**src/rtl/fpdiv_pkg.sv**
```systemverilog
// Shared types and constants for the FP32 divider arbiter and its helpers.
package fpdiv_pkg;

    typedef enum logic [2:0] {
        IDLE,
        ISSUE,
        WAIT,
        RESPOND,
        FLUSH
    } arb_state_t;

    localparam logic [31:0] FP32_QNAN      = 32'h7FC0_0000;
    localparam int          DIV_RST_CYCLES = 2;

endpackage

```
**src/rtl/rr_arbiter.sv**
```systemverilog
// Combinational round-robin grant: first requester at or after ptr, searched circularly.
module rr_arbiter #(
    parameter int NUM_REQ = 4,
    parameter int IDX_W   = $clog2(NUM_REQ)
) (
    input  logic [NUM_REQ-1:0] req_valid,
    input  logic [IDX_W-1:0]   ptr,
    output logic               grant_valid,
    output logic [IDX_W-1:0]   grant_idx,
    output logic [IDX_W-1:0]   ptr_next
);

    int cand;

    // NOTE: combinational logic uses blocking assignments, and every output gets a default first so no latch is inferred.
    always_comb begin
        grant_valid = 1'b0;
        grant_idx   = '0;
        cand        = 0;
        for (int i = 0; i < NUM_REQ; i++) begin
            cand = (int'(ptr) + i) % NUM_REQ;
            if (!grant_valid && req_valid[IDX_W'(cand)]) begin
                grant_valid = 1'b1;
                grant_idx   = IDX_W'(cand);
            end
        end
        ptr_next = (grant_idx == IDX_W'(NUM_REQ - 1)) ? '0 : grant_idx + IDX_W'(1);
    end

endmodule

```
**src/rtl/fpdiv_arbiter.sv**
```systemverilog
// Shares one multi-cycle FP32 divider among NUM_REQ requesters with round-robin
// arbitration, a fully registered sequencer, and a hung-divider watchdog.
module fpdiv_arbiter
    import fpdiv_pkg::*;
#(
    parameter int NUM_REQ = 4,
    parameter int TIMEOUT = 63
) (
    input  logic                     clk,
    input  logic                     reset,
    input  logic [NUM_REQ-1:0]       req_valid,
    input  logic [NUM_REQ-1:0][31:0] req_a,
    input  logic [NUM_REQ-1:0][31:0] req_b,
    output logic [NUM_REQ-1:0]       req_ready,
    output logic [NUM_REQ-1:0]       rsp_valid,
    input  logic [NUM_REQ-1:0]       rsp_ready,
    output logic [31:0]              rsp_result,
    output logic                     rsp_nan,
    output logic                     rsp_timeout,
    output logic [31:0]              div_a,
    output logic [31:0]              div_b,
    output logic                     div_en,
    output logic                     div_rst,
    input  logic [31:0]              div_result,
    input  logic                     div_ready,
    input  logic                     div_nan,
    output logic                     busy
);

    localparam int IDX_W = $clog2(NUM_REQ);
    localparam int CNT_W = $clog2(TIMEOUT + 1);

    arb_state_t           state, state_nxt;
    logic [IDX_W-1:0]     ptr, ptr_nxt, gidx, gidx_nxt;
    logic [CNT_W-1:0]     cnt, cnt_nxt, cnt_inc;
    logic [31:0]          div_a_nxt, div_b_nxt, rsp_result_nxt;
    logic [NUM_REQ-1:0]   req_ready_nxt, rsp_valid_nxt;
    logic                 div_en_nxt, div_rst_nxt, rsp_nan_nxt, rsp_timeout_nxt, busy_nxt;
    logic                 arb_valid;
    logic [IDX_W-1:0]     arb_idx, arb_ptr_next;

    rr_arbiter #(.NUM_REQ(NUM_REQ), .IDX_W(IDX_W)) u_rr (
        .req_valid   (req_valid),
        .ptr         (ptr),
        .grant_valid (arb_valid),
        .grant_idx   (arb_idx),
        .ptr_next    (arb_ptr_next)
    );

    assign cnt_inc = cnt + CNT_W'(1);

    always_comb begin
        state_nxt       = state;
        ptr_nxt         = ptr;
        gidx_nxt        = gidx;
        cnt_nxt         = cnt;
        div_a_nxt       = div_a;
        div_b_nxt       = div_b;
        div_en_nxt      = 1'b0;
        div_rst_nxt     = div_rst;
        req_ready_nxt   = '0;
        rsp_valid_nxt   = rsp_valid;
        rsp_result_nxt  = rsp_result;
        rsp_nan_nxt     = rsp_nan;
        rsp_timeout_nxt = rsp_timeout;

        unique case (state)
            IDLE: begin
                if (arb_valid) begin
                    gidx_nxt               = arb_idx;
                    ptr_nxt                = arb_ptr_next;
                    div_a_nxt              = req_a[arb_idx];
                    div_b_nxt              = req_b[arb_idx];
                    req_ready_nxt[arb_idx] = 1'b1;
                    div_en_nxt             = 1'b1;
                    state_nxt              = ISSUE;
                end
            end
            ISSUE: begin
                cnt_nxt   = '0;
                state_nxt = WAIT;
            end
            WAIT: begin
                // A completion in the watchdog's final cycle still counts as a normal result.
                if (div_ready || div_nan) begin
                    rsp_result_nxt      = div_result;
                    rsp_nan_nxt         = div_nan;
                    rsp_valid_nxt[gidx] = 1'b1;
                    state_nxt           = RESPOND;
                end else if (cnt_inc == CNT_W'(TIMEOUT)) begin
                    rsp_result_nxt  = FP32_QNAN;
                    rsp_nan_nxt     = 1'b1;
                    rsp_timeout_nxt = 1'b1;
                    div_rst_nxt     = 1'b1;
                    cnt_nxt         = '0;
                    state_nxt       = FLUSH;
                end else begin
                    cnt_nxt = cnt_inc;
                end
            end
            FLUSH: begin
                if (cnt == CNT_W'(DIV_RST_CYCLES - 1)) begin
                    div_rst_nxt         = 1'b0;
                    rsp_valid_nxt[gidx] = 1'b1;
                    state_nxt           = RESPOND;
                end else begin
                    cnt_nxt = cnt_inc;
                end
            end
            RESPOND: begin
                if (rsp_ready[gidx]) begin
                    rsp_valid_nxt   = '0;
                    rsp_nan_nxt     = 1'b0;
                    rsp_timeout_nxt = 1'b0;
                    state_nxt       = IDLE;
                end
            end
            default: state_nxt = IDLE;
        endcase

        busy_nxt = (state_nxt != IDLE);
    end

    // NOTE: registers update with non-blocking assignments so every flop samples pre-edge values.
    always_ff @(posedge clk or posedge reset) begin
        if (reset) begin
            state       <= IDLE;
            ptr         <= '0;
            gidx        <= '0;
            cnt         <= '0;
            div_a       <= '0;
            div_b       <= '0;
            div_en      <= 1'b0;
            div_rst     <= 1'b0;
            req_ready   <= '0;
            rsp_valid   <= '0;
            rsp_result  <= '0;
            rsp_nan     <= 1'b0;
            rsp_timeout <= 1'b0;
            busy        <= 1'b0;
        end else begin
            state       <= state_nxt;
            ptr         <= ptr_nxt;
            gidx        <= gidx_nxt;
            cnt         <= cnt_nxt;
            div_a       <= div_a_nxt;
            div_b       <= div_b_nxt;
            div_en      <= div_en_nxt;
            div_rst     <= div_rst_nxt;
            req_ready   <= req_ready_nxt;
            rsp_valid   <= rsp_valid_nxt;
            rsp_result  <= rsp_result_nxt;
            rsp_nan     <= rsp_nan_nxt;
            rsp_timeout <= rsp_timeout_nxt;
            busy        <= busy_nxt;
        end
    end

endmodule

```
**config.mk**
```make
export PLATFORM = sky130hd
export DESIGN_NAME = fpdiv_arbiter
export DESIGN_NICKNAME = d
export VERILOG_FILES = /design/src/rtl/fpdiv_pkg.sv /design/src/rtl/rr_arbiter.sv /design/src/rtl/fpdiv_arbiter.sv
export SDC_FILE = /design/constraint.sdc
export NUM_CORES = 1
export LEC_CHECK = 0
export ABC_AREA = 1
export CORE_AREA = 2 2 159 161
export DETAILED_ROUTE_END_ITERATION = 8
export DIE_AREA = 0 0 161 163
export PLACE_DENSITY = 0.73
export RECOVER_POWER = 25
export SYNTH_ARGS = -nofsm -noshare
export SYNTH_HDL_FRONTEND = slang
export SYNTH_SLANG_ARGS = --single-unit
```
**constraint.sdc**
```tcl
create_clock -name clk -period 4.65 [get_ports clk]
set_clock_uncertainty 0.05 [all_clocks]
set_input_delay 0.6975 -clock clk [delete_from_list [all_inputs] [get_ports clk]]
set_output_delay 0.6975 -clock clk [all_outputs]
set_load 0.01 [all_outputs]
```
==> results of run 1 <==
## per-stage QoR
stage | instance area [um2] | instances | power [uW] | setup slack (ns) | util (%)
after floorplan | 7590 | 1106 | 5090 | 0.660 | -
after CTS | 12600 | 1829 | 8590 | 1.55 | 50.9
after detailed placement | 11900 | 1797 | 7090 | 1.13 | 48.3
final | 12500 | 1830 | 8530 | 1.49 | 50.9
after global placement | 11900 | 1797 | 7000 | 1.27 | 48.3
after global routing | 12500 | 1830 | 9240 | 1.27 | 50.9
## where the power goes
group / total, uW / switching (uW) / internal (uW) / leakage, uW
clock network: 1460 / 550 / 911 / 0.000315
registers: 1860 / 295 / 1570 / 0.00150
logic: 5210 / 3050 / 2150 / 0.00436
total: 8530 / 3900 / 4630 / 0.00617
## worst min-delay path, cell delays in order, from the launching register on
cell and delay (ns):
dfrtp_1 0.34, nand2_1 0.05, nand2_1 0.05
## metal layers
metal,vias up,GRT usage [%],part of all wire [%]
li1,4184,-,-
met1,3884,23.9,40
met2,332,36.2,49
met3,59,5.04,7.0
met4,0,9.54,3.5
met5,-,0,0
## layout make-up
type	instances	area share, %
inverters	175	5.26
flip-flops and latches	122	24.3
clock buffers	17	3.39
diodes	1	0.0199
well taps	330	3.29
repair buffers	419	33.4
multi-input cells	751	28.6
clock inverters	15	1.68
## sequential cells by signal (all words and copies together), names as in the netlist
| register | flops |
|---|---|
| cnt | 6 |
| rsp_result | 32 |
| gidx | 2 |
| rsp_valid | 4 |
| ptr | 2 |
| rsp_timeout | 1 |
| state | 3 |
| div_b | 32 |
| rsp_nan | 1 |
| div_a | 32 |
| div_rst | 1 |
| div_en | 1 |
| busy | 1 |
| req_ready | 4 |
## cell usage after synthesis, types with 2 or more instances
cell | number | area (um2)
nand3b_1 | 17 | 128
dfrtp_1 | 122 | 3050
or2_1 | 47 | 294
inv_1 | 170 | 638
o22a_1 | 9 | 78.8
nor3_2 | 2 | 20.0
o22ai_1 | 4 | 25.0
clkbuf_1 | 17 | 63.8
nand3_2 | 2 | 20.0
buf_2 | 35 | 175
a21oi_1 | 6 | 30.0
or2_0 | 2 | 12.5
a22o_1 | 23 | 201
nand4_1 | 3 | 18.8
nand2_1 | 405 | 1520
nor3_1 | 3 | 15.0
inv_2 | 4 | 15.0
buf_6 | 2 | 22.5
xor2_1 | 3 | 26.3
nand2_2 | 5 | 31.3
nor2_4 | 3 | 33.8
buf_4 | 4 | 30.0
nor2_1 | 20 | 75.1
a31oi_1 | 2 | 12.5
o21ai_0 | 7 | 35.0
ha_1 | 7 | 87.6
nand3_1 | 176 | 881
## final timing paths
path                                  end  cells past startpoint
hold / removal                  div_a[26]                      2
max in group asynchronous       div_b[26]                      2
setup / recovery                div_b[13]                     13
hold reg to reg                 div_a[26]                      2
setup reg to reg                div_b[13]                     13
min in group asynchronous  rsp_result[14]                      2
## logic make-up after synthesis
group	after synthesis	synth area share (%)
adders and majority gates	7	1.15
buffers and inverters	233	12.5
AOI/OAI and AO/OA	53	5.21
xor gates and xnor gates	4	0.462
and+or+nand+nor	687	40.4
DFF	122	40.2
==> impl_metrics.ini, run 1 <==
[status]
status = finished, violations left
violations = capacitance limit, slew limit

[cts]
cts_tree = yes
clock_sinks = 122
clockBufferDepth = 2
cts.clk_slew.worst_paths_ns = 0.06
post_cts_resized = 0
cts-htree-levels = 4
numCtsBuffers = 17
clock_latency_ns = 0.41
hold_buffers = 0
cts_root_buf = clkbuf_16
cts_setup_buffers = 0

[layout]
final_common_cell = clkdlybuf4s50_1
regArea_mm2 = 0.00305
drive_gt1_share_pct = 4.14
final_cell_mix = 407 x clkdlybuf4s50_1, 404 x nand2_1, 176 x nand3_1
fill_cells = 2365
multi_input_area_mm2 = 0.00359
area_delta_synth_final_pct = 65.4
nets = 1793

[sta]
finalCritPeriodShare_pct = 67.9
rsz0062_at_grt = false
min_period_ns = 3.16
max_slew_margin_pct = -84.2
worstMarginPinSlew_ns = 2.75
finalSetupViolCount = 0
drv_slew = 57
max_freq_ghz = 0.317
report.final.hold_viol_count = 0
fin_tns_setup_ns = 0
whs_ns = 0.426

[global_routing]
grt_pass1_wl_um = 42400
grtUsageTotal_pct = 20.7
grt_max_degree = 181
grt_pass1_vias = 8121
antenna_found_initial = 1
grt-ovfl-total = 0

[yosys]
synth.distinct_cells = 33
synth_edf_count = 0
synth_cells = 1106
yosys_warnings = 0
synth-main-ff-cell = dfrtp_1
syn-num-nets = 1413
async_flop_share_pct = 100
yosysSeqAreaShare_pct = 40.2
netlist_area_mm2 = 0.00759
avgSynthCellArea_um2 = 6.86
synth_seq_cells = 122

[die]
io_pins = 409
row_count = 58
die_x_um = 161
fp.dieArea_mm2 = 0.0262
core_region_area_mm2 = 0.0247
dieHeight_um = 163
initial_core_util_pct = 30.8

[place]
gp_congestion = 0.913
hpwl_um = 21000
portBuffers = 408

[power]
p_leak_uw = 0.00617
powerDensity_mw_per_mm2 = 680
ir_worst_vdd_mv = 0.725

[route]
drt-pass1-iter-count = 5
wire_per_inst_um = 15.2
ant_nets = 0
num_vias = 8459
drt_wl_total_um = 27900
routed_via_density = 4.62
drt_iter0_drc = 372
drcViolationCount = 0

[worst_setup_path]
crit_type = in2reg
critPathCaptureType = register
critical_path_required_ns = 4.95
path_cells = clkdlybuf4s50_1, inv_1, nand2_1, nand3_1, nand2_2, nor2_4, nand4_1, nand2_4, inv_4, nor2_4, buf_4, nand2_1, nand3_1
r2r_setup_slack_ns = 1.56
path_max_fanout = 24
critical-path-top-delay-family = simple AND/OR/NAND/NOR gates
crit_start = req_valid[1]
path_buf_inv = 4
crit_slowest_cell = nor2_4
max_stage_delay_ns = 0.59
worstReg2RegStart = ptr[0]
worstPathArrival_ns = 3.46
setup.worst_path.start_class = primary input

[run]
maxCapViolations = 1

[worst_hold_path]
holdCritStartpoint = div_a[26]
hp-class = reg2reg
Power figures use the tool's default switching activity.
==> inputs of run 2 (changes only) <==
--- a/config.mk
+++ b/config.mk
@@ -6,10 +6,10 @@
 export NUM_CORES = 1
 export LEC_CHECK = 0
 export ABC_AREA = 1
-export CORE_AREA = 2 2 159 161
+export CORE_AREA = 2 2 158 160
 export DETAILED_ROUTE_END_ITERATION = 8
-export DIE_AREA = 0 0 161 163
-export PLACE_DENSITY = 0.73
+export DIE_AREA = 0 0 160 162
+export PLACE_DENSITY = 0.76
 export RECOVER_POWER = 25
 export SYNTH_ARGS = -nofsm -noshare
 export SYNTH_HDL_FRONTEND = slang
==> constraint.sdc (replaced) <==
create_clock -name clk -period 2.5 [get_ports clk]
set_clock_uncertainty 0.05 [all_clocks]
set_input_delay 0.375 -clock clk [delete_from_list [all_inputs] [get_ports clk]]
set_output_delay 0.375 -clock clk [all_outputs]
set_load 0.01 [all_outputs]
==> run 2 against run 1 <==
The flow now finishes without violations. Final cell count is 0.60% higher. Hold slack better by 0.0044 ns. Clock-buffer cell count is 1 higher. Design area is 1.7% higher. Sequential power is 86% higher.
==> impl_metrics.ini, run 2 (synthesis gave the netlist of run 1 again) <==
[route]
ant_nets = 0
wire_per_inst_um = 15.1
drcViolationCount = 0
drt_wl_total_um = 27800
num_vias = 8389
routed_via_density = 4.56
drt_iter0_drc = 427
drt-pass1-iter-count = 6

[sta]
max_slew_margin_pct = 49.0
min_period_ns = 2.33
drv_slew = 0
worstMarginPinSlew_ns = 0.765
report.final.hold_viol_count = 0
finalSetupViolCount = 0
finalCritPeriodShare_pct = 93.3
max_freq_ghz = 0.429
fin_ws_ns = 0.167
rsz0062_at_grt = false

[global_routing]
grtUsageTotal_pct = 21.0
grt_max_degree = 63
grt_pass1_vias = 8335
grt-ovfl-total = 0
grt_pass1_wl_um = 43500
antenna_found_initial = 1

[cts]
clock_sinks = 122
hold_buffers = 0
cts-htree-levels = 4
cts.clk_slew.worst_paths_ns = 0.06
clock_latency_ns = 0.40
cts_root_buf = clkbuf_16
post_cts_resized = 0
numCtsBuffers = 17
cts_tree = yes
cts_setup_buffers = 0
clockBufferDepth = 2

[die]
core_region_area_mm2 = 0.0241
row_count = 57
dieHeight_um = 162
io_pins = 409
fp.dieArea_mm2 = 0.0259
initial_core_util_pct = 31.5
die_x_um = 160

[worst_setup_path]
path_max_fanout = 62
setup.worst_path.start_class = register
worstSetupEndpoint = div_b[15]
r2r_setup_slack_ns = 0.17
rr_worst_depth = 12
crit_start = ptr[0]
worstReg2RegStart = ptr[0]
worstPathArrival_ns = 2.56
reg2reg_to = div_b[15]
crit_type = reg2reg
critical_path_required_ns = 2.73
critPathCaptureType = register

[layout]
fill_cells = 2270
area_delta_synth_final_pct = 68.2
reg_top3 = div_a: 32 flops, div_b: 32 flops, rsp_result: 32 flops
final_common_cell = clkdlybuf4s50_1
nets = 1810
drive_gt1_share_pct = 5.28
final_area_mm2 = 0.0128
fin_util_pct = 52.9
final_cell_mix = 407 x clkdlybuf4s50_1, 404 x nand2_1, 176 x nand3_1

[power]
powerDensity_mw_per_mm2 = 1280
power_uw = 16300
p_leak_uw = 0.00627
ir_worst_vdd_mv = 0.669

[place]
gp_congestion = 0.920
portBuffers = 408
hpwl_um = 21300
dpl_cell_area_mm2 = 0.0122
pre_cts_ws_ns = -0.0874

[status]
status = complete, no violations

[run]
maxCapViolations = 0

[worst_hold_path]
holdPathStages = 2
hp-class = reg2reg
[run 2: cell count changes in the layout (fill, tap and decap cells not counted), sizes merged]
cell / change
inv: +1
clkinvlp: +2
buf: +15
clkinv: -4
clkbuf: +3
[run 2: routing by layer]
layer | GRT usage (%) | vias up | wire length, um
li1 | - | 4215 | -
met1 | 25.2 | 3791 | 11300
met2 | 36.3 | 340 | 13600
met3 | 5.31 | 43 | 2020
met4 | 8.03 | 0 | 808
met5 | 0 | - | 0
[run 2: final cells by class]
class,instances,area [um2],area share (%)
timing repair buffer,436,4410,34.5
multi-input combinational,751,3600,28.2
sequential,122,3050,23.9
inverter,175,661,5.18
clock buffer,18,429,3.36
tap,324,405,3.18
clock inverter,14,208,1.63
antenna,1,2.50,0.0196
[run 2: worst min path at each step]
stage,start,end,slack (ns)
2_1_floorplan,cnt[5],cnt[5],0.44
3_3_place_gp,div_a[15],div_a[15],0.41
3_5_place_dp,div_a[22],div_a[22],0.41
4_1_cts,reset,rsp_result[16],0.26
5_1_grt,div_b[19],div_b[19],0.44
6_report,div_a[26],div_a[26],0.43
[run 2: stage by stage]
stage                     cells  hold WS [ns]  setup TNS, ns
final                      1841         0.431              0
after global routing       1841         0.445              0
after CTS                  1840         0.260              0
after detailed placement   1808         0.414         -0.432
after global placement     1808         0.412              0
after floorplan            1106         0.441              0
[run 2: power by group]
group | leakage (uW) | internal, uW | switching, uW
registers | 0.00150 | 2920 | 548
clock network | 0.000305 | 1700 | 1020
logic | 0.00447 | 4470 | 5670
total | 0.00627 | 9090 | 7240
[run 2: worst max-delay path, stage by stage, from the launching register on]
cell and delay, ns:
dfrtp_2 0.49, inv_2 0.17, nand2_1 0.09, nand3_1 0.12, nand2_2 0.10, nor2_4 0.17, nand3_2 0.11, nand2_2 0.11
nand2_4 0.13, buf_12 0.22, or2_1 0.22, nand3_1 0.12, nand3_1 0.08
